### config.mk
export PLATFORM = sky130hd
export DESIGN_NAME = amstrad_mem_arbiter
export DESIGN_NICKNAME = d
export VERILOG_FILES = /design/src/rtl/amstrad_mem_arbiter.sv
export SDC_FILE = /design/constraint.sdc
export NUM_CORES = 1
export LEC_CHECK = 0
export ABC_AREA = 1
export ABC_CLOCK_PERIOD_IN_PS = 1650
export BUFFER_PORTS_ARGS = -buffer_cell sky130_fd_sc_hd__buf_2
export CORE_AREA = 2 2 99 101
export DETAILED_ROUTE_END_ITERATION = 8
export DIE_AREA = 0 0 101 103
export GPL_TIMING_DRIVEN = 0
export HOLD_SLACK_MARGIN = 0.02
export MAX_ROUTING_LAYER = met4
export PLACE_DENSITY = 0.8
export SETUP_SLACK_MARGIN = 0.4
export SLEW_MARGIN = 10
export SYNTH_ARGS = -nofsm -noshare
export SYNTH_HDL_FRONTEND = slang
export SYNTH_SLANG_ARGS = --single-unit
### constraint.sdc
create_clock -name clk -period 1.65 [get_ports clk]
set_input_delay 0.33 -clock clk [delete_from_list [all_inputs] [get_ports clk]]
set_output_delay 0.33 -clock clk [all_outputs]
set_load 0.01 [all_outputs]
### src/rtl/amstrad_mem_arbiter.sv
// Arbitrates the single external memory port between video fetch, Z80 CPU and Plus ASIC sound DMA.
// Fixed priority VID > CPU > DMA, with DMA promotion after repeated CPU wins and a per-transaction timeout.
module amstrad_mem_arbiter #(
    parameter int AW         = 23,
    parameter int DMA_STARVE = 4,
    parameter int TIMEOUT    = 15
) (
    input  logic          clk,
    input  logic          reset_n,
    input  logic          vid_req,
    input  logic [AW-1:0] vid_addr,
    output logic          vid_ack,
    output logic [15:0]   vid_rdata,
    input  logic          cpu_req,
    input  logic          cpu_we,
    input  logic [AW-1:0] cpu_addr,
    input  logic [7:0]    cpu_wdata,
    output logic          cpu_ack,
    output logic [7:0]    cpu_rdata,
    input  logic          dma_req,
    input  logic [AW-1:0] dma_addr,
    output logic          dma_ack,
    output logic [15:0]   dma_rdata,
    output logic          mem_req,
    output logic          mem_we,
    output logic [AW-1:0] mem_addr,
    output logic [7:0]    mem_wdata,
    input  logic          mem_ack,
    input  logic [15:0]   mem_rdata,
    output logic [1:0]    grant,
    output logic          err
);

    typedef enum logic [1:0] {S_IDLE, S_WAIT, S_DONE} state_t;

    localparam logic [1:0] G_NONE = 2'd0;
    localparam logic [1:0] G_VID  = 2'd1;
    localparam logic [1:0] G_CPU  = 2'd2;
    localparam logic [1:0] G_DMA  = 2'd3;

    localparam logic [2:0] STARVE_MAX = 3'(DMA_STARVE);
    localparam logic [7:0] TMO_LAST   = 8'(TIMEOUT - 1);

    state_t      state, state_nxt;
    logic [1:0]  winner;
    logic [1:0]  owner_q;
    logic [2:0]  starve_cnt;
    logic [7:0]  tmo_cnt;
    logic        abort_q;
    logic        timeout_hit;
    logic [15:0] done_data;

    assign timeout_hit = (tmo_cnt == TMO_LAST);
    assign done_data   = mem_ack ? mem_rdata : 16'hFFFF;

    // DMA jumps ahead of the CPU only once it has watched STARVE_MAX CPU grants go by.
    always_comb begin
        winner = G_NONE;
        if (vid_req)
            winner = G_VID;
        else if (cpu_req && !(dma_req && starve_cnt == STARVE_MAX))
            winner = G_CPU;
        else if (dma_req)
            winner = G_DMA;
    end

    always_comb begin
        state_nxt = state;
        case (state)
            S_IDLE:  if (winner != G_NONE) state_nxt = S_WAIT;
            S_WAIT:  if (mem_ack || timeout_hit) state_nxt = S_DONE;
            S_DONE:  state_nxt = S_IDLE;
            default: state_nxt = S_IDLE;
        endcase
    end

    always_ff @(posedge clk or negedge reset_n) begin
        if (!reset_n)
            state <= S_IDLE;
        else
            state <= state_nxt;
    end

    // The request is captured once in IDLE so the downstream port stays stable through WAIT,
    // even if the requester drops its req early.
    always_ff @(posedge clk or negedge reset_n) begin
        if (!reset_n) begin
            owner_q    <= G_NONE;
            mem_addr   <= '0;
            mem_we     <= 1'b0;
            mem_wdata  <= '0;
            starve_cnt <= '0;
            tmo_cnt    <= '0;
            abort_q    <= 1'b0;
            vid_rdata  <= '0;
            cpu_rdata  <= '0;
            dma_rdata  <= '0;
        end else begin
            case (state)
                S_IDLE: begin
                    tmo_cnt <= '0;
                    if (winner != G_NONE) begin
                        owner_q   <= winner;
                        mem_addr  <= (winner == G_VID) ? vid_addr :
                                     (winner == G_CPU) ? cpu_addr : dma_addr;
                        mem_we    <= (winner == G_CPU) && cpu_we;
                        mem_wdata <= (winner == G_CPU) ? cpu_wdata : 8'h00;
                    end
                    if (!dma_req || winner == G_DMA)
                        starve_cnt <= '0;
                    else if (winner == G_CPU && starve_cnt != STARVE_MAX)
                        starve_cnt <= starve_cnt + 3'd1;
                end
                S_WAIT: begin
                    tmo_cnt <= tmo_cnt + 8'd1;
                    abort_q <= !mem_ack && timeout_hit;
                    if (mem_ack || timeout_hit) begin
                        case (owner_q)
                            G_VID:   vid_rdata <= done_data;
                            G_CPU:   cpu_rdata <= mem_addr[0] ? done_data[15:8] : done_data[7:0];
                            G_DMA:   dma_rdata <= done_data;
                            default: ;
                        endcase
                    end
                end
                S_DONE:  tmo_cnt <= '0;
                default: tmo_cnt <= '0;
            endcase
        end
    end

    assign mem_req = (state == S_WAIT);
    assign grant   = (state == S_IDLE) ? G_NONE : owner_q;
    assign vid_ack = (state == S_DONE) && (owner_q == G_VID);
    assign cpu_ack = (state == S_DONE) && (owner_q == G_CPU);
    assign dma_ack = (state == S_DONE) && (owner_q == G_DMA);
    assign err     = (state == S_DONE) && abort_q;

endmodule

==> run_results.csv, run 1 <==
group,metric,value,unit
pwr,power,12100,uW
routing,wl_per_cell,17.4,um
pwr,power.leakage,0.00391,uW
place,dpl.hpwl,9.87,mm
timing,setup_ws,-40.9,ps
critical_path,arrival,1950,ps
critical_path,cpLargestDelayFamily,"simple AND/OR/NAND/NOR gates",
worst_hold_path,hold_depth,3,
timing,max_freq,0.591,GHz
routing,drtAntennaViolNets,0,
clock_network,htreeDepth,3,
grt,grt_use_met2,49.7,%
finish,multiInputGateArea,2700,um2
timing,min_period_over_period,102,%
grt,grt_max_degree,66,
grt,grt_first_pass_wirelength,23.1,mm
timing,finalHoldViolCount,0,
timing,grt_setup_unrepaired,"true",
synth,yosys_warnings,0,
clock_network,clk_latency,380,ps
place,placed_cell_area,5590,um2
synth,syn_area_per_cell,7.46,um2
finish,drive_gt1_share,52.4,%
synth,syn_area,4430,um2
place,io_buffers,177,
synth,yosysTopAreaCellShare,49.7,%
critical_path,slowest_stage,"dfrtp_1",
timing,tightest_slew,641,ps
critical_path,cpPeakStageDelay,400,ps
grt,grt_pass1_vias,4863,
job,maxCapViolations,0,
finish,diodes,0,
grt,track_usage,29.5,%
grt,grt.met1_usage,34.2,%
pwr,peakVddDrop,0.679,mV
synth,ys_ff_latch,88,
floorplanning,io_pins,179,
grt,met3_usage,4.54,%
timing,setup_violations,1,
clock_network,cts_root_buf,"clkbuf_8",
critical_path,path_class,"reg2reg",
finish,area_growth,66.8,%
critical_path,worstSetupStartpointType,"flop",
routing,route.vias.total,5322,
routing,drc,0,
synth,syn_inst,594,
clock_network,clock_sinks,88,
timing,min_period,1690,ps
routing,drt-vias-per-instance,5.45,
clock_network,tritoncts,"built",
grt,overflow,0,
critical_path,cp_cell_sequence,"inv_2, ha_4, nand2_4, nand2_4, nand2_8, buf_6, buf_8, nand3_1, nand3_1, nand2_1, nand2_1",
grt,top_usage_layer,"met2",
synth,ys_seq_area_share,49.7,%
floorplanning,start_util,46.9,%
grt,antenna_found_initial,0,
floorplanning,rows,36,
timing,drv_slew,0,
critical_path,path_buf_inv,3,
routing,drt_pass1_iterations,5,
critical_path,crit_required,1910,ps
pwr,p_per_area,1630,nW/um2
finish,fillCellCount,620,
critical_path,r2r_cells,11,
run_status,status,"complete, but fails checks",
worst_hold_path,hp-class,"in2reg",
finish,final_area,7390,um2
routing,dr.first_iter.drc_count,259,
critical_path,crit_fanout,5,
routing,finalWirelength,17.0,mm
floorplanning,die_w,101,um
synth,ys_types,21,
finish,nets,962,
clock_network,cts_buffers,9,
floorplanning,die_area,10400,um2
finish,seqCellArea,2210,um2
timing,slew_headroom,57.3,%
synth,syn_nets,698,
place,place_ws,-138,ps
synth,synth.area.top_cells,"dfrtp_1 50%, nand2_1 20%, nor2_1 6.4%, nand3_1 6.2%, nand4_1 5.9%",
timing,fin_skew,10.8,ps
critical_path,cp-end-kind,"flop",
clock_network,cts_max_path_buffers,2,
clock_network,clk_pin_slew,100,ps
floorplanning,core,9460,um2
run_status,violations,"setup timing",
critical_path,worst-path-stages,11,
place,place.gp.congestion,0.969,
synth,yosys.area.top_type,"dfrtp_1",
floorplanning,die-height,103,um
repair_timing:
action	CTS	global route
pin swaps	45	48
gates cloned	6	2
hold buffers	1	0
endpoints found under the hold margin	23	0
gates resized for setup	113	150
setup buffers	33	33
endpoints found under the setup margin	114	160
worst paths after layout:
kind                                from       endpoint  slack, ps
min in group asynchronous        reset_n  dma_rdata[13]        400
max in group asynchronous        reset_n     tmo_cnt[4]        620
setup reg to reg           starve_cnt[1]   mem_addr[14]        -40
hold reg to reg             dma_rdata[5]   dma_rdata[5]        480
setup / recovery           starve_cnt[1]   mem_addr[14]        -40
hold / removal              cpu_wdata[5]   mem_wdata[5]        140
registers in the layout (all words and copies together), names as in the netlist, 2 cells and up:
signal / cells
cpu_rdata: 8
dma_rdata: 16
mem_addr: 23
mem_wdata: 8
owner_q: 2
starve_cnt: 3
state: 2
tmo_cnt: 8
vid_rdata: 16
cells in the final DEF, fill, tap and decap left out, drive strengths merged, types with 2 or more instances in the layout:
cell type / netlist / final
nor3: 2 / 2
ha: 4 / 4
clkbuf: 14 / 26
nand2: 231 / 231
nor2: 79 / 80
clkinv: 2 / 2
clkinvlp: 0 / 2
nand3: 57 / 57
inv: 32 / 36
nand4: 42 / 42
a21oi: 5 / 5
dfrtp: 88 / 88
o21ai: 16 / 16
xnor2: 2 / 2
buf: 18 / 266
synthesized netlist by cell type:
master	n
o21ai_0	15
nor2_1	76
nand3_1	55
inv_1	32
clkbuf_1	14
nand4_1	42
clkinv_1	2
buf_4	3
nor3b_1	1
o21ai_4	1
nand3_4	2
xnor2_1	2
nand2_1	231
dfrtp_1	88
nor2_2	3
buf_2	13
nor3_1	2
buf_1	2
ha_1	4
xor2_1	1
a21oi_1	5
per-layer routing:
metal / vias to the layer above / routed length (um) / part of all wire [%]
met5: - / 0 / 0
met4: 0 / 767 / 4.5
met3: 73 / 1350 / 7.9
met2: 345 / 8720 / 51
met1: 2466 / 6180 / 36
li1: 2438 / - / -
where the power goes:
| part | total [uW] | switching (uW) | internal, uW |
|---|---|---|---|
| registers | 3770 | 677 | 3100 |
| logic | 6680 | 3560 | 3130 |
| clock network | 1600 | 861 | 737 |
| total | 12100 | 5090 | 6960 |
cell type report:
cell class / count / area share [%]
Clock buffer: 9 / 1.68
Inverter: 34 / 1.78
Tap cell: 114 / 1.93
Timing Repair Buffer: 252 / 23.4
Multi-Input combinational cell: 441 / 36.5
Sequential cell: 88 / 29.9
Buffer: 32 / 3.71
Clock inverter: 7 / 1.17
worst reg2reg max path: cells and delay by family, from the launching register on:
kind,cells,cell delay (ps)
buffers and inverters,3,370
adders and majority gates,1,140
and+or+nand+nor,7,680
DFF,1,400
through the flow:
step	hold slack (ps)	setup TNS, ps	utilization (%)	cells
2_1_floorplan	34.4	0	-	594
3_3_place_gp	449	-44620	58.8	885
3_5_place_dp	253	-1930	59.1	886
4_1_cts	134	0	69.6	942
5_1_grt	139	-104	78.2	977
6_report	143	-40.9	78.2	977
kinds of logic after synthesis:
| family | count (synthesis) | share of synthesized area (%) |
|---|---|---|
| AOI/OAI and AO/OA | 21 | 2.63 |
| adders and majority gates | 4 | 1.13 |
| xor gates and xnor gates | 3 | 0.593 |
| DFF | 88 | 49.7 |
| buffers and inverters | 66 | 6.21 |
| and+or+nand+nor | 412 | 39.8 |
(Power assumes the default switching activity.)
==> inputs of run 2 (changes only) <==
--- a/config.mk
+++ b/config.mk
@@ -9,6 +9,6 @@
 export ABC_CLOCK_PERIOD_IN_PS = 1650
-export BUFFER_PORTS_ARGS = -buffer_cell sky130_fd_sc_hd__buf_2
-export CORE_AREA = 2 2 99 101
+export CORE_AREA = 2 2 89 91
 export DETAILED_ROUTE_END_ITERATION = 8
-export DIE_AREA = 0 0 101 103
+export DIE_AREA = 0 0 91 93
+export DONT_BUFFER_PORTS = 1
 export GPL_TIMING_DRIVEN = 0
@@ -16,3 +16,3 @@
 export MAX_ROUTING_LAYER = met4
-export PLACE_DENSITY = 0.8
+export PLACE_DENSITY = 0.76
 export SETUP_SLACK_MARGIN = 0.4
--- a/constraint.sdc
+++ b/constraint.sdc
@@ -3,2 +3,2 @@
 set_output_delay 0.33 -clock clk [all_outputs]
-set_load 0.01 [all_outputs]
+set_load 0.005 [all_outputs]
==> run_results.csv, run 2 (synthesis results as in run 1) <==
group,metric,value,unit
run_status,violations,"hold timing",
timing,setup_ws,96.8,ps
timing,tightest_slew,716,ps
finish,largest_registers,"mem_addr: 23 flops, dma_rdata: 16 flops, vid_rdata: 16 flops",
clock_network,tritoncts,"built",
pwr,p_per_area,1600,nW/um2
finish,final_area,5850,um2
clock_network,cts_buffers,9,
finish,largest-register,"mem_addr",
timing,finalHoldViolCount,88,
finish,utilization,77.7,%
floorplanning,die_w,91,um
pwr,peakVddDrop,0.889,mV
grt,grt_max_degree,89,
worst_hold_path,hp-class,"in2async",
timing,fin_hold_ws,-347,ps
pwr,p_switching,4050,uW
pwr,power.leakage,0.00291,uW
floorplanning,start_util,58.9,%
timing,min_period_over_period,94.1,%
routing,drt-vias-per-instance,5.86,
clock_network,htreeDepth,3,
timing,setup_violations,0,
place,place_ws,-60.9,ps
critical_path,slowest_stage,"dfrtp_1",
critical_path,worstSetupStartpointType,"flop",
critical_path,cpPeakStageDelay,390,ps
finish,drive_gt1_share,30.2,%
timing,min_period,1550,ps
grt,antenna_found_initial,0,
pwr,power.share.clock,14.5,%
critical_path,path_class,"reg2reg",
floorplanning,die-height,93,um
routing,route.vias.total,4374,
place,dpl.hpwl,8.74,mm
critical_path,crit_fanout,5,
timing,fin_skew,13.2,ps
routing,dr.first_iter.drc_count,238,
place,placed_cell_area,4660,um2
finish,area_growth,32.0,%
finish,final_common_cell,"nand2_1",
critical_path,cp-end-kind,"flop",
routing,drtAntennaViolNets,0,
critical_path,path_common_cell,"nand3_4",
grt,grt_first_pass_wirelength,20.6,mm
floorplanning,rows,32,
critical_path,cp_cell_sequence,"inv_1, ha_2, nand3_4, o21ai_4, buf_12, nand3_4, buf_6, nand2_2, nand2_1",
timing,drv_slew,0,
place,io_buffers,0,
pwr,swShare,43.2,%
job,maxCapViolations,0,
timing,grt_setup_unrepaired,"true",
timing,max_freq,0.644,GHz
clock_network,cts_max_path_buffers,2,
floorplanning,die_area,8460,um2
timing,slew_headroom,52.3,%
clock_network,clk_latency,360,ps
routing,finalWirelength,13.8,mm
pwr,power,9370,uW
pwr,internal_power,5320,uW
place,place.gp.congestion,0.894,
finish,nets,745,
run_status,status,"complete, but fails checks",
finish,final_cell_mix,"166 x nand2_1, 86 x dfrtp_1, 68 x nor2_1, 42 x nand4_1, 37 x nand2_2",
pwr,p_seq_share,42.8,%
grt,grt_pass1_vias,4253,
finish,diodes,0,
routing,drc,0,
clock_network,clk_pin_slew,100,ps
routing,drt_pass1_iterations,4,
routing,wl_per_cell,18.5,um
grt,overflow,0,
clock_network,cts_root_buf,"clkbuf_8",
floorplanning,io_pins,179,
critical_path,crit_required,1910,ps
clock_network,clock_sinks,88,
critical_path,arrival,1820,ps
finish,largest_register_ffs,23,
grt,track_usage,31.9,%
floorplanning,core,7530,um2
finish,fillCellCount,519,
pwr,combPwrFrac,42.7,%
[run 2: cell types whose count changed in the layout (fill, tap and decap cells not counted), sizes merged]
cell / change
buf: -213
bufinv: -1
clkbuf: -2
clkinv: +3
clkinvlp: +1
dlygate4sd3: -1
inv: -4
nor2: -1
[run 2: per-stage QoR]
| step | instances | setup TNS [ps] |
|---|---|---|
| floorplan | 594 | 0 |
| global placement | 696 | -144 |
| detailed placement | 696 | -423 |
| CTS | 735 | 0 |
| global route | 747 | 0 |
| finish | 747 | 0 |
[run 2: final cells by class]
class | instances | area [um2] | share of cell area [%]
multi-input cells | 440 | 2530 | 43.2
flip-flops and latches | 88 | 2200 | 37.7
repair buffers | 36 | 427 | 7.29
plain buffers | 32 | 264 | 4.51
inverters | 34 | 131 | 2.25
well taps | 102 | 128 | 2.18
clock buffers | 9 | 124 | 2.12
clock inverters | 6 | 46.3 | 0.791
[run 2: worst paths after layout]
| path | from | end | slack, ps | cells past startpoint |
|---|---|---|---|---|
| worst min register to register | dma_rdata[9] | dma_rdata[9] | 510 | 2 |
| min in group clk | cpu_wdata[3] | mem_wdata[3] | 70 | 2 |
| worst max register to register | tmo_cnt[0] | dma_rdata[12] | 100 | 9 |
| worst min-delay path | reset_n | vid_rdata[1] | -350 | 0 |
| max in group asynchronous | reset_n | cpu_rdata[4] | 1790 | 0 |
| worst max-delay path | tmo_cnt[0] | dma_rdata[12] | 100 | 9 |
[run 2: what timing repair did]
item,in CTS,in global routing
resized for setup,82,108
hold endpoints to repair,88,88
buffers inserted,18,9
pin swaps,26,44
endpoints found under the setup margin,92,94
cloned,6,3
[run 2: power by group through the flow]
stage	clock (uW)	sequential [uW]	combinational (uW)
final	1360	4010	4000
after global routing	1450	4120	4400
after CTS	1360	3960	3250
after detailed placement	0	3940	2710
after global placement	0	3910	2580
after floorplan	0	3690	2140
[run 2: critical path: cells and delay by family (launching register included)]
family,cells,cell delay (ps)
AO/OA/AOI/OAI,1,170
adder cells (fa/ha/maj),1,190
buffers and inverters,3,390
flip-flops,1,390
AND/OR/NAND/NOR,4,320
[run 2: routing by layer]
| layer | up-vias | track usage (%) | part of all wire [%] |
|---|---|---|---|
| met3 | 40 | 6.20 | 7.7 |
| met2 | 240 | 55.5 | 52 |
| met1 | 2094 | 36.5 | 37 |
| met5 | - | - | 0 |
| li1 | 2000 | - | - |
| met4 | 0 | 13.3 | 3.0 |
==> inputs of run 3 (changes only) <==
RECOVER_POWER = 100   (was unset)
==> run_results.csv, run 3 (synthesis results as in run 1) <==
group,metric,value,unit
run_status,status,"complete, but fails checks",
run_status,violations,"hold timing",
clock_network,clk_pin_slew,90,ps
clock_network,cts_max_path_buffers,2,
routing,drt_pass1_iterations,5,
floorplanning,core,7530,um2
grt,grt_max_degree,89,
clock_network,clk_latency,360,ps
grt,grt_pass1_vias,4253,
routing,drc,0,
critical_path,cp-end-kind,"flop",
routing,dr.first_iter.drc_count,250,
timing,setup_ws,79.8,ps
pwr,p_per_area,1610,nW/um2
routing,drtAntennaViolNets,0,
finish,largest_registers,"mem_addr: 23 flops, dma_rdata: 16 flops, vid_rdata: 16 flops",
grt,grt_first_pass_wirelength,20.6,mm
place,place.gp.congestion,0.894,
floorplanning,die_area,8460,um2
grt,track_usage,31.9,%
pwr,p_switching,3900,uW
critical_path,path_class,"reg2reg",
finish,largest-register,"mem_addr",
critical_path,worstSetupStartpointType,"flop",
place,place_ws,-60.9,ps
clock_network,cts_root_buf,"clkbuf_8",
floorplanning,die_w,91,um
timing,drv_slew,0,
worst_hold_path,hp-class,"in2async",
finish,fillCellCount,560,
grt,antenna_found_initial,0,
clock_network,clock_sinks,88,
timing,finalHoldViolCount,88,
clock_network,tritoncts,"built",
place,io_buffers,0,
pwr,p_seq_share,43.9,%
critical_path,r2r_cells,11,
floorplanning,die-height,93,um
job,maxCapViolations,0,
grt,overflow,0,
timing,grt_setup_unrepaired,"true",
finish,largest_register_ffs,23,
floorplanning,io_pins,179,
timing,slew_headroom,52.1,%
pwr,power.share.clock,14.9,%
clock_network,htreeDepth,3,
floorplanning,start_util,58.9,%
routing,route.vias.total,4386,
critical_path,crit_fanout,7,
pwr,power.leakage,0.00285,uW
timing,fin_skew,10.1,ps
routing,wl_per_cell,18.4,um
pwr,swShare,43.0,%
routing,drt-vias-per-instance,5.87,
clock_network,cts_buffers,9,
finish,area_growth,27.5,%
timing,max_freq,0.637,GHz
critical_path,arrival,1820,ps
timing,setup_violations,0,
finish,final_common_cell,"nand2_1",
critical_path,crit_required,1900,ps
finish,drive_gt1_share,26.0,%
routing,finalWirelength,13.8,mm
timing,tightest_slew,719,ps
timing,min_period_over_period,95.2,%
floorplanning,rows,32,
timing,fin_hold_ws,-345,ps
pwr,internal_power,5170,uW
place,dpl.hpwl,8.74,mm
timing,min_period,1570,ps
pwr,combPwrFrac,41.3,%
pwr,peakVddDrop,0.885,mV
finish,diodes,0,
finish,final_cell_mix,"183 x nand2_1, 87 x dfrtp_1, 71 x nor2_1, 42 x nand4_1, 29 x nand3_1",
finish,nets,745,
-- run 3: changes by cell type in the layout (fill, tap and decap cells not counted), sizes merged --
cell,delta
clkbuf,+4
buf,-4
-- run 3: stage by stage --
stage	power (uW)	setup TNS [ps]	area [um2]	instances	utilization [%]
floorplan	5840	0	4530	594	-
global placement	6500	-144	4660	696	61.9
detailed placement	6640	-423	4660	696	61.9
CTS	8570	0	5340	735	70.9
global route	9680	-22.7	5650	747	75.0
finish	9080	0	5650	747	75.0
-- run 3: final cells by class --
type	count	area, um2	share of cell area, %
Clock buffer	9	124	2.19
Timing Repair Buffer	36	369	6.53
Tap cell	102	128	2.26
Multi-Input combinational cell	440	2420	42.8
Clock inverter	6	46.3	0.819
Sequential cell	88	2200	39.0
Inverter	34	129	2.28
Buffer	32	234	4.14
-- run 3: repair_timing --
| action | in CTS | in global routing |
|---|---|---|
| cloned | 6 | 3 |
| setup endpoints to repair | 92 | 94 |
| hold endpoints to repair | 88 | 88 |
| setup buffers | 18 | 9 |
| pin swaps | 26 | 44 |
| resized for setup | 82 | 108 |
-- run 3: power groups by stage --
| stage | combinational (uW) | sequential [uW] | clock [uW] |
|---|---|---|---|
| final | 3740 | 3980 | 1350 |
| after global routing | 4140 | 4090 | 1450 |
| after CTS | 3250 | 3960 | 1360 |
| after detailed placement | 2710 | 3940 | 0 |
| after global placement | 2580 | 3910 | 0 |
| after floorplan | 2140 | 3690 | 0 |
-- run 3: metal layers --
layer / track usage [%] / part of all wire [%]
met2: 55.5 / 52
met4: 13.3 / 2.9
met3: 6.20 / 8.2
met5: - / 0
met1: 36.5 / 36
-- run 3: final timing paths --
path                          startpoint      endpoint  slack (ps)
max                        starve_cnt[0]  mem_addr[16]          80
min                              reset_n  vid_rdata[1]        -350
max reg2reg                starve_cnt[0]  mem_addr[16]          80
min reg2reg                 vid_rdata[5]  vid_rdata[5]         500
max in group asynchronous        reset_n  vid_rdata[4]        1790
min in group clk            cpu_wdata[6]  mem_wdata[6]          70
-- run 3: worst max-delay path, stage by stage, from the launching register on --
cell and delay, ps:
dfrtp_1 380, inv_2 70, ha_4 160, nand2_4 60, nand2_4 70, nand2_8 110
nand2_4 90, clkbuf_4 230, nand2_4 70, nand3_2 60, nand2_1 110, nand2_1 50
